[src/rtl/traffic_pkg.sv]
// Shared light encodings, timer state enum and light decode helper for the
// traffic phase timer.
package traffic_pkg;

  localparam int unsigned LIGHT_W = 3;

  // One-hot lamp encodings driven by the light controller.
  localparam logic [LIGHT_W-1:0] LIGHT_RED    = 3'b100;
  localparam logic [LIGHT_W-1:0] LIGHT_YELLOW = 3'b010;
  localparam logic [LIGHT_W-1:0] LIGHT_GREEN  = 3'b001;

  // Phase timer control states.
  typedef enum logic [1:0] {
    ST_WAIT  = 2'd0,
    ST_COUNT = 2'd1,
    ST_HOLD  = 2'd2,
    ST_FAULT = 2'd3
  } timer_state_e;

  // True only for exactly one of the three legal lamp encodings.
  function automatic logic light_legal(input logic [LIGHT_W-1:0] l);
    return (l == LIGHT_RED) || (l == LIGHT_YELLOW) || (l == LIGHT_GREEN);
  endfunction

endpackage

[src/rtl/tick_prescaler.sv]
// Divides the clock into timing ticks: counts 0..TICK_DIV-1 while enabled
// and flags the wrap cycle. clear restarts the count from 0.
module tick_prescaler #(
  parameter int unsigned TICK_DIV = 4
) (
  input  logic clk,
  input  logic reset,
  input  logic clear,
  input  logic enable,
  output logic tick
);

  localparam int unsigned PRE_W = (TICK_DIV > 1) ? $clog2(TICK_DIV) : 1;
  localparam logic [PRE_W-1:0] LAST = PRE_W'(TICK_DIV - 1);

  logic [PRE_W-1:0] cnt_q;
  logic [PRE_W-1:0] cnt_d;

  // Tick fires in the cycle whose edge wraps the counter.
  assign tick = enable && (cnt_q == LAST);

  // Next count: clear wins, otherwise advance and wrap while enabled.
  always_comb begin
    cnt_d = cnt_q;
    if (clear) begin
      cnt_d = '0;
    end else if (enable) begin
      cnt_d = tick ? '0 : cnt_q + PRE_W'(1);
    end
  end

  // Count register.
  always_ff @(posedge clk) begin
    if (reset) begin
      cnt_q <= '0;
    end else begin
      cnt_q <= cnt_d;
    end
  end

endmodule

[src/rtl/phase_timer.sv]
// Phase timer for a traffic light controller. Watches the lamp state, times
// each phase in prescaled ticks and pulses advance when the phase expires.
// Optional pedestrian extension of the red phase is compiled in with the
// macro PHASE_TIMER_PED_EN.
module phase_timer
  import traffic_pkg::*;
#(
  parameter int unsigned TICK_DIV     = 4,
  parameter int unsigned RED_TICKS    = 8,
  parameter int unsigned GREEN_TICKS  = 6,
  parameter int unsigned YELLOW_TICKS = 2,
  parameter int unsigned PED_TICKS    = 4,
  parameter int unsigned CNT_W        = 8
) (
  input  logic               clk,
  input  logic               reset,
  input  logic [LIGHT_W-1:0] light,
  input  logic               ped_req,
  output logic               advance,
  output logic [CNT_W-1:0]   remaining,
  output logic               ped_walk,
  output logic               fault
);

  timer_state_e       state_q;
  timer_state_e       state_d;
  logic [LIGHT_W-1:0] light_q;
  logic [CNT_W-1:0]   remaining_q;
  logic [CNT_W-1:0]   remaining_d;
  logic               advance_q;
  logic               advance_d;
  logic               ped_walk_q;
  logic               ped_walk_d;
  logic               fault_q;
  logic               fault_d;
  logic               ped_pending_q;
  logic               ped_pending_d;

  logic               legal_c;
  logic               load_c;
  logic               tick_c;

  // A load is a change to a new legal lamp state.
  assign legal_c = light_legal(light);
  assign load_c  = legal_c && (light != light_q);

  // Prescaler runs only while a phase is being timed; each load restarts it.
  tick_prescaler #(
    .TICK_DIV (TICK_DIV)
  ) u_prescaler (
    .clk    (clk),
    .reset  (reset),
    .clear  (load_c),
    .enable (state_q == ST_COUNT),
    .tick   (tick_c)
  );

`ifndef PHASE_TIMER_PED_EN
  // Pedestrian input and extension are not used in this build.
  logic unused_ped_c;
  assign unused_ped_c = ped_req | (|CNT_W'(PED_TICKS));
`endif

  // Next-state and registered-output logic for the timer FSM.
  always_comb begin
    state_d       = state_q;
    remaining_d   = remaining_q;
    advance_d     = 1'b0;
    ped_walk_d    = ped_walk_q;
    fault_d       = fault_q;
    ped_pending_d = ped_pending_q;

`ifdef PHASE_TIMER_PED_EN
    if (ped_req) begin
      ped_pending_d = 1'b1;
    end
`else
    ped_pending_d = 1'b0;
`endif

    case (state_q)
      ST_FAULT: begin
        // Terminal until reset.
        remaining_d = '0;
        ped_walk_d  = 1'b0;
        fault_d     = 1'b1;
      end
      default: begin
        if (!legal_c) begin
          state_d     = ST_FAULT;
          remaining_d = '0;
          ped_walk_d  = 1'b0;
          fault_d     = 1'b1;
        end else if (load_c) begin
          // New phase: load its duration; an abandoned phase never advances.
          state_d    = ST_COUNT;
          ped_walk_d = 1'b0;
          case (light)
            LIGHT_RED:    remaining_d = CNT_W'(RED_TICKS);
            LIGHT_YELLOW: remaining_d = CNT_W'(YELLOW_TICKS);
            default:      remaining_d = CNT_W'(GREEN_TICKS);
          endcase
`ifdef PHASE_TIMER_PED_EN
          // A red load consumes any pending request, including one this cycle.
          if (light == LIGHT_RED) begin
            if (ped_pending_q || ped_req) begin
              remaining_d = CNT_W'(RED_TICKS + PED_TICKS);
              ped_walk_d  = 1'b1;
            end
            ped_pending_d = 1'b0;
          end
`endif
        end else if ((state_q == ST_COUNT) && tick_c) begin
          remaining_d = remaining_q - CNT_W'(1);
          if (remaining_q == CNT_W'(1)) begin
            advance_d = 1'b1;
            state_d   = ST_HOLD;
          end
        end
      end
    endcase
  end

  // State and output registers.
  always_ff @(posedge clk) begin
    if (reset) begin
      state_q       <= ST_WAIT;
      light_q       <= '0;
      remaining_q   <= '0;
      advance_q     <= 1'b0;
      ped_walk_q    <= 1'b0;
      fault_q       <= 1'b0;
      ped_pending_q <= 1'b0;
    end else begin
      state_q       <= state_d;
      light_q       <= light;
      remaining_q   <= remaining_d;
      advance_q     <= advance_d;
      ped_walk_q    <= ped_walk_d;
      fault_q       <= fault_d;
      ped_pending_q <= ped_pending_d;
    end
  end

  assign advance   = advance_q;
  assign remaining = remaining_q;
  assign ped_walk  = ped_walk_q;
  assign fault     = fault_q;

endmodule
[config.mk]
export PLATFORM = sky130hd
export DESIGN_NAME = phase_timer
export DESIGN_NICKNAME = d
export VERILOG_FILES = /design/src/rtl/traffic_pkg.sv /design/src/rtl/tick_prescaler.sv /design/src/rtl/phase_timer.sv
export SDC_FILE = /design/constraint.sdc
export NUM_CORES = 1
export LEC_CHECK = 0
export ABC_AREA = 1
export CORE_MARGIN = 8
export CORE_UTILIZATION = 51
export DETAILED_ROUTE_END_ITERATION = 8
export PLACE_DENSITY = 0.8
export SYNTH_ARGS = -nofsm -noshare
export SYNTH_HDL_FRONTEND = slang
export SYNTH_HIERARCHICAL = 1
export SYNTH_SLANG_ARGS = --single-unit
[constraint.sdc]
create_clock -name clk -period 1.5 [get_ports clk]
set_clock_uncertainty 0.05 [all_clocks]
set_input_delay 0.15 -clock clk [delete_from_list [all_inputs] [get_ports clk]]
set_output_delay 0.15 -clock clk [all_outputs]
set_load 0.005 [all_outputs]
# == Yosys cells after proc, flatten, opt, wreduce, memory -nomap -nowiden ==
# Cells that the tools add are included.
# totals
regBits,17
out_inout_bits,11
wordCells,43
# classes
add_sub_neg,2
n_eq_ne,11
n_mux,11
bitwise,3
reduce_logical,10
# op_table
op,n
8-bit two-way mux,2
2-bit two-way mux,5
"8-bit by 1-bit equality test with 1-bit output, second input constant",1
4-bit one-hot mux with 2 select lines,1
"8-bit by 1-bit subtractor with 8-bit output, second input constant",1
"3-bit by 1-bit inequality test with 1-bit output, second input constant",2
5-bit OR reduction,1
"2-bit equality test, second input constant",2
"3-bit by 1-bit equality test with 1-bit output, second input constant",1
"3-bit by 2-bit equality test with 1-bit output, second input constant",1
"3-bit equality test, second input constant",1
1-bit logical AND,3
1-bit two-way mux,3
3-bit inequality test,1
1-bit inverter,3
3-bit AND reduction,1
3-bit OR reduction,1
"2-bit by 1-bit adder with 2-bit output, second input constant",1
"2-bit by 1-bit equality test with 1-bit output, second input constant",1
1-bit logical OR,2
"2-bit by 1-bit inequality test with 1-bit output, second input constant",1
2-bit nonzero test,1
2-bit OR reduction,1

# == Longest topological paths before layout ==
# logic_depth
ltp_word,6
ltp_mapped,11
ltp_nobuf,11

# == Hierarchy ==
# The synthesis kept the hierarchy.
# by_module_without_submodules
module,n_inst,cells_per_inst,area_per_inst_um2,seq_area_each_um2
phase_timer,1,121,862.1,300.3
tick_prescaler,1,16,105.1,40.0

# == Least setup slack after synthesis ==
# OpenSTA, ideal clock, no wires.
# synth_path
path_kind,reg-to-reg
from,register state_q[0]
to,register remaining_q[1] (netlist: remaining[1])
setup_time_ns,0.066
arrival_ns,1.169
required_ns,1.384
path_slack_ns,0.215
path_stages_with_launch,10
path_buffers,0
cell_sequence,dfxtp_1 > inv_1 > nor2_4 > nand2_1 > inv_1 > nand2_4 > or2_0 > nand2_1 > nand2_1 > a21boi_2
# synth_between
elab_chain_len,4
# synth_lines
item,line_no,source
start: declaration,phase_timer.sv:25,timer_state_e state_q;
start signal: assignment,phase_timer.sv:135,state_q <= state_d;
2-bit by 1-bit equality test with 1-bit output,phase_timer.sv:54,".enable (state_q == ST_COUNT),"
1-bit logical AND,tick_prescaler.sv:20,assign tick = enable && (cnt_q == LAST);
named net tick_c,phase_timer.sv:41,logic tick_c;
1-bit logical AND,phase_timer.sv:113,end else if ((state_q == ST_COUNT) && tick_c) begin
2-bit nonzero test (no line),-,
end signal: assignment,phase_timer.sv:137,remaining_q <= remaining_d;
end: declaration,phase_timer.sv:28,logic [CNT_W-1:0] remaining_q;
# The timed path passes the listed nets, and every way through them passes these cells.
# A chain may end at the register's enable or synchronous reset.

# == Final worst setup path ==
# layout_path
from,register remaining_q[5] (netlist: remaining[5])
to,output port remaining[5]
# layout_rtl
item,line_no,source
end: declaration,phase_timer.sv:20,"output logic [CNT_W-1:0] remaining,"
# No word-level cell between the ends.

==> results by group <==
Outcome
  • Status: completed

Die
  • IO Pins: 17
  • Core box area: around 1800 sq um
  • Die area: 3546 sq um
  • Die width: 59.55 um
  • Row count: 15
  • Die Y: 59.55 um
  • Initial Utilization: 0.5482

GRT
  • Largest net degree at the start of global routing: 10
  • Antenna violations before repair: 0
  • First-pass GRT wire length: 3.381 mm
  • GRT Overall Usage: 0.1187
  • Vias in the first global route: 846
  • Grt total ovfl: 0

Clocking
  • CTS root buf: clkbuf_4
  • Sinks on Clock Net: 17
  • CTS Hold Bufs: 0
  • CTS tree: yes
  • Num CTS Buffers: 3
  • Clock Tree Buf Depth: 2
  • Clock latency on the worst-skew pair: 290 ps
  • Reg clk slew, reported paths: approximately 100 ps
  • H-tree Lvls: 1

Min path
  • Worst min path class: reg -> reg

Yosys
  • Synth cell types: 24
  • Mapped Nets: about 150
  • Cells after Synth: 137
  • Syn Area/Cell: about 7.1 sq um
  • Sequential-to-total area share from yosys stat: 0.3519
  • Post-synthesis cell area: 967.2 sq um
  • Yosys reg bits: 17
  • Syn. warnings: 6

Final layout
  • Layout cell share with drive strength beyond 1: 0.2147
  • Most frequent cells in the layout: 31 x nand2_1, 20 x nor2_1, 18 x inv_1
  • Most common cell after layout, fill and taps aside: nand2_1
  • Antenna fix cells: 0
  • Fill count: 162
  • Area Overhead vs Synth: 27.81%
  • Nets: 173
  • Non-Filler Instances: around 190

Run
  • Max Cap Violations: 0

Placement
  • Detail Placement HPWL: 1.518 mm
  • Pre-CTS worst setup slack: -125.7 ps
  • Final RePlAce weighted congestion: 0.7689
  • Post-Place Cells: 179
  • # port buffers: 14

Setup path
  • CP delay by family, top: buffers and inverters
  • CP arrival: 1250 ps
  • Critical path class: reg -> out
  • CP Launch Type: register
  • Max incr delay on CP: 530 ps
  • Worst-path cell chain: clkdlybuf4s50_1
  • CP bufs+invs: 1
  • CP max FO: 4
  • Worst EP required: 1300 ps
  • Worst path slowest cell: clkdlybuf4s50_1
  • CP endpoint kind: primary output

Route
  • DRT Pass-1 Iters: 4
  • DRC: 0
  • Wl on met1: 899 um
  • Highest metal used: met4
  • Vias per cell: 4.729
  • Wirelength per Cell: between 10 and 15 um
  • Metal2 WL: 966 um
  • DR iter-0 viols: 27
  • Vias: around 890
  • Routed WL: 1.980 mm
  • Routed wl met3: between 80 and 90 um
  • Antenna viol nets, final: 0

STA
  • Setup_tns: 0 ps
  • Tcrit/Tclk final: 0.9652
  • Fmax: 0.6907 GHz
  • Final worst slack: 52.24 ps
  • Fin. max-slew vios: 0
  • Final Hold Fails: 0
  • Minimum clock period: 1448 ps
  • RSZ-0062 raised after global routing: false
  • Count of final setup violators: 0

Power
  • PD cells: 723.9 nW/um^2
  • Worst vdd ir: 0.4891 mV
  • P_leak: 0.5913 nW
  • Overall Power: 0.8948 mW
-- logic make-up after synthesis --
logic type | synth area share
simple gates | 0.4127
xor+xnor | 0.06339
buf+inv | 0.09702
flops | 0.3519
fa+ha+maj | 0.03881
other cells | 0.003877
compound gates | 0.03233
-- final timing paths --
check	from	endpoint	slack, ps	depth (start not counted)
worst min-delay path	state_q[0]	state_q[0]	430	2
worst max-delay path	remaining[5]	remaining[5]	50	1
worst min register to register	state_q[0]	state_q[0]	430	2
worst max register to register	state_q[0]	remaining[4]	120	9
-- cells in the mapped netlist, drive strengths merged --
| cell type | number | share of area |
|---|---|---|
| a21oi | 3 | 0.016 |
| a21boi | 1 | 0.012 |
| ha | 3 | 0.039 |
| and3 | 1 | 0.0065 |
| xnor2 | 3 | 0.027 |
| inv | 23 | 0.089 |
| nor3 | 2 | 0.021 |
| dfxtp | 17 | 0.35 |
| o21ai | 1 | 0.0052 |
| nor3b | 1 | 0.0078 |
| nand3 | 10 | 0.057 |
| nand4 | 1 | 0.0065 |
| conb | 1 | 0.0039 |
| buf | 1 | 0.0078 |
| nor2 | 26 | 0.12 |
| nand2 | 38 | 0.18 |
| or2 | 1 | 0.0065 |
| xor2 | 4 | 0.036 |
-- routing by layer --
layer  vias to the layer above  global-route usage
li1                        463                   -
met1                       399              0.1402
met2                        23              0.2018
met3                         4             0.02820
met4                         0             0.04082
met5                         -                   0
-- flip-flops by register name (all words and copies together), names as in the netlist --
name	count
fault	1
u_prescaler/cnt_q	2
state_q	2
remaining	8
light_q	3
advance	1
-- through the flow --
stage	hold slack, ps	util	cell area (sq um)
after floorplan	169.1	-	967.2
after global placement	410.8	0.6582	1161
after detailed placement	421.1	0.6582	1161
after CTS	437.7	0.6731	1187
after global routing	478.4	0.7007	1236
final	430.0	0.7007	1236
-- timing repair --
action	CTS	global route
endpoints found under the setup margin	0	7
setup buffers	0	4
hold endpoints to repair	0	0
resized for setup	0	6
-- cell type report --
cell class / instances / area [sq um] / share of cell area
clock buffers: 4 / 26.28 / 0.02125
inverters: 23 / 88.84 / 0.07186
multi-input cells: 97 / 544.3 / 0.4403
flip-flops and latches: 17 / 341.6 / 0.2763
well taps: 25 / 31.28 / 0.02530
repair buffers: 22 / 203.9 / 0.1650
-- power by group --
part           leakage (nW)  internal (mW)  total (mW)  switching, mW
Combinational         0.437         0.0739       0.168         0.0941
Sequential            0.139          0.469       0.482         0.0127
Clock                0.0150          0.103       0.245          0.142
(Power assumes the default switching activity.)
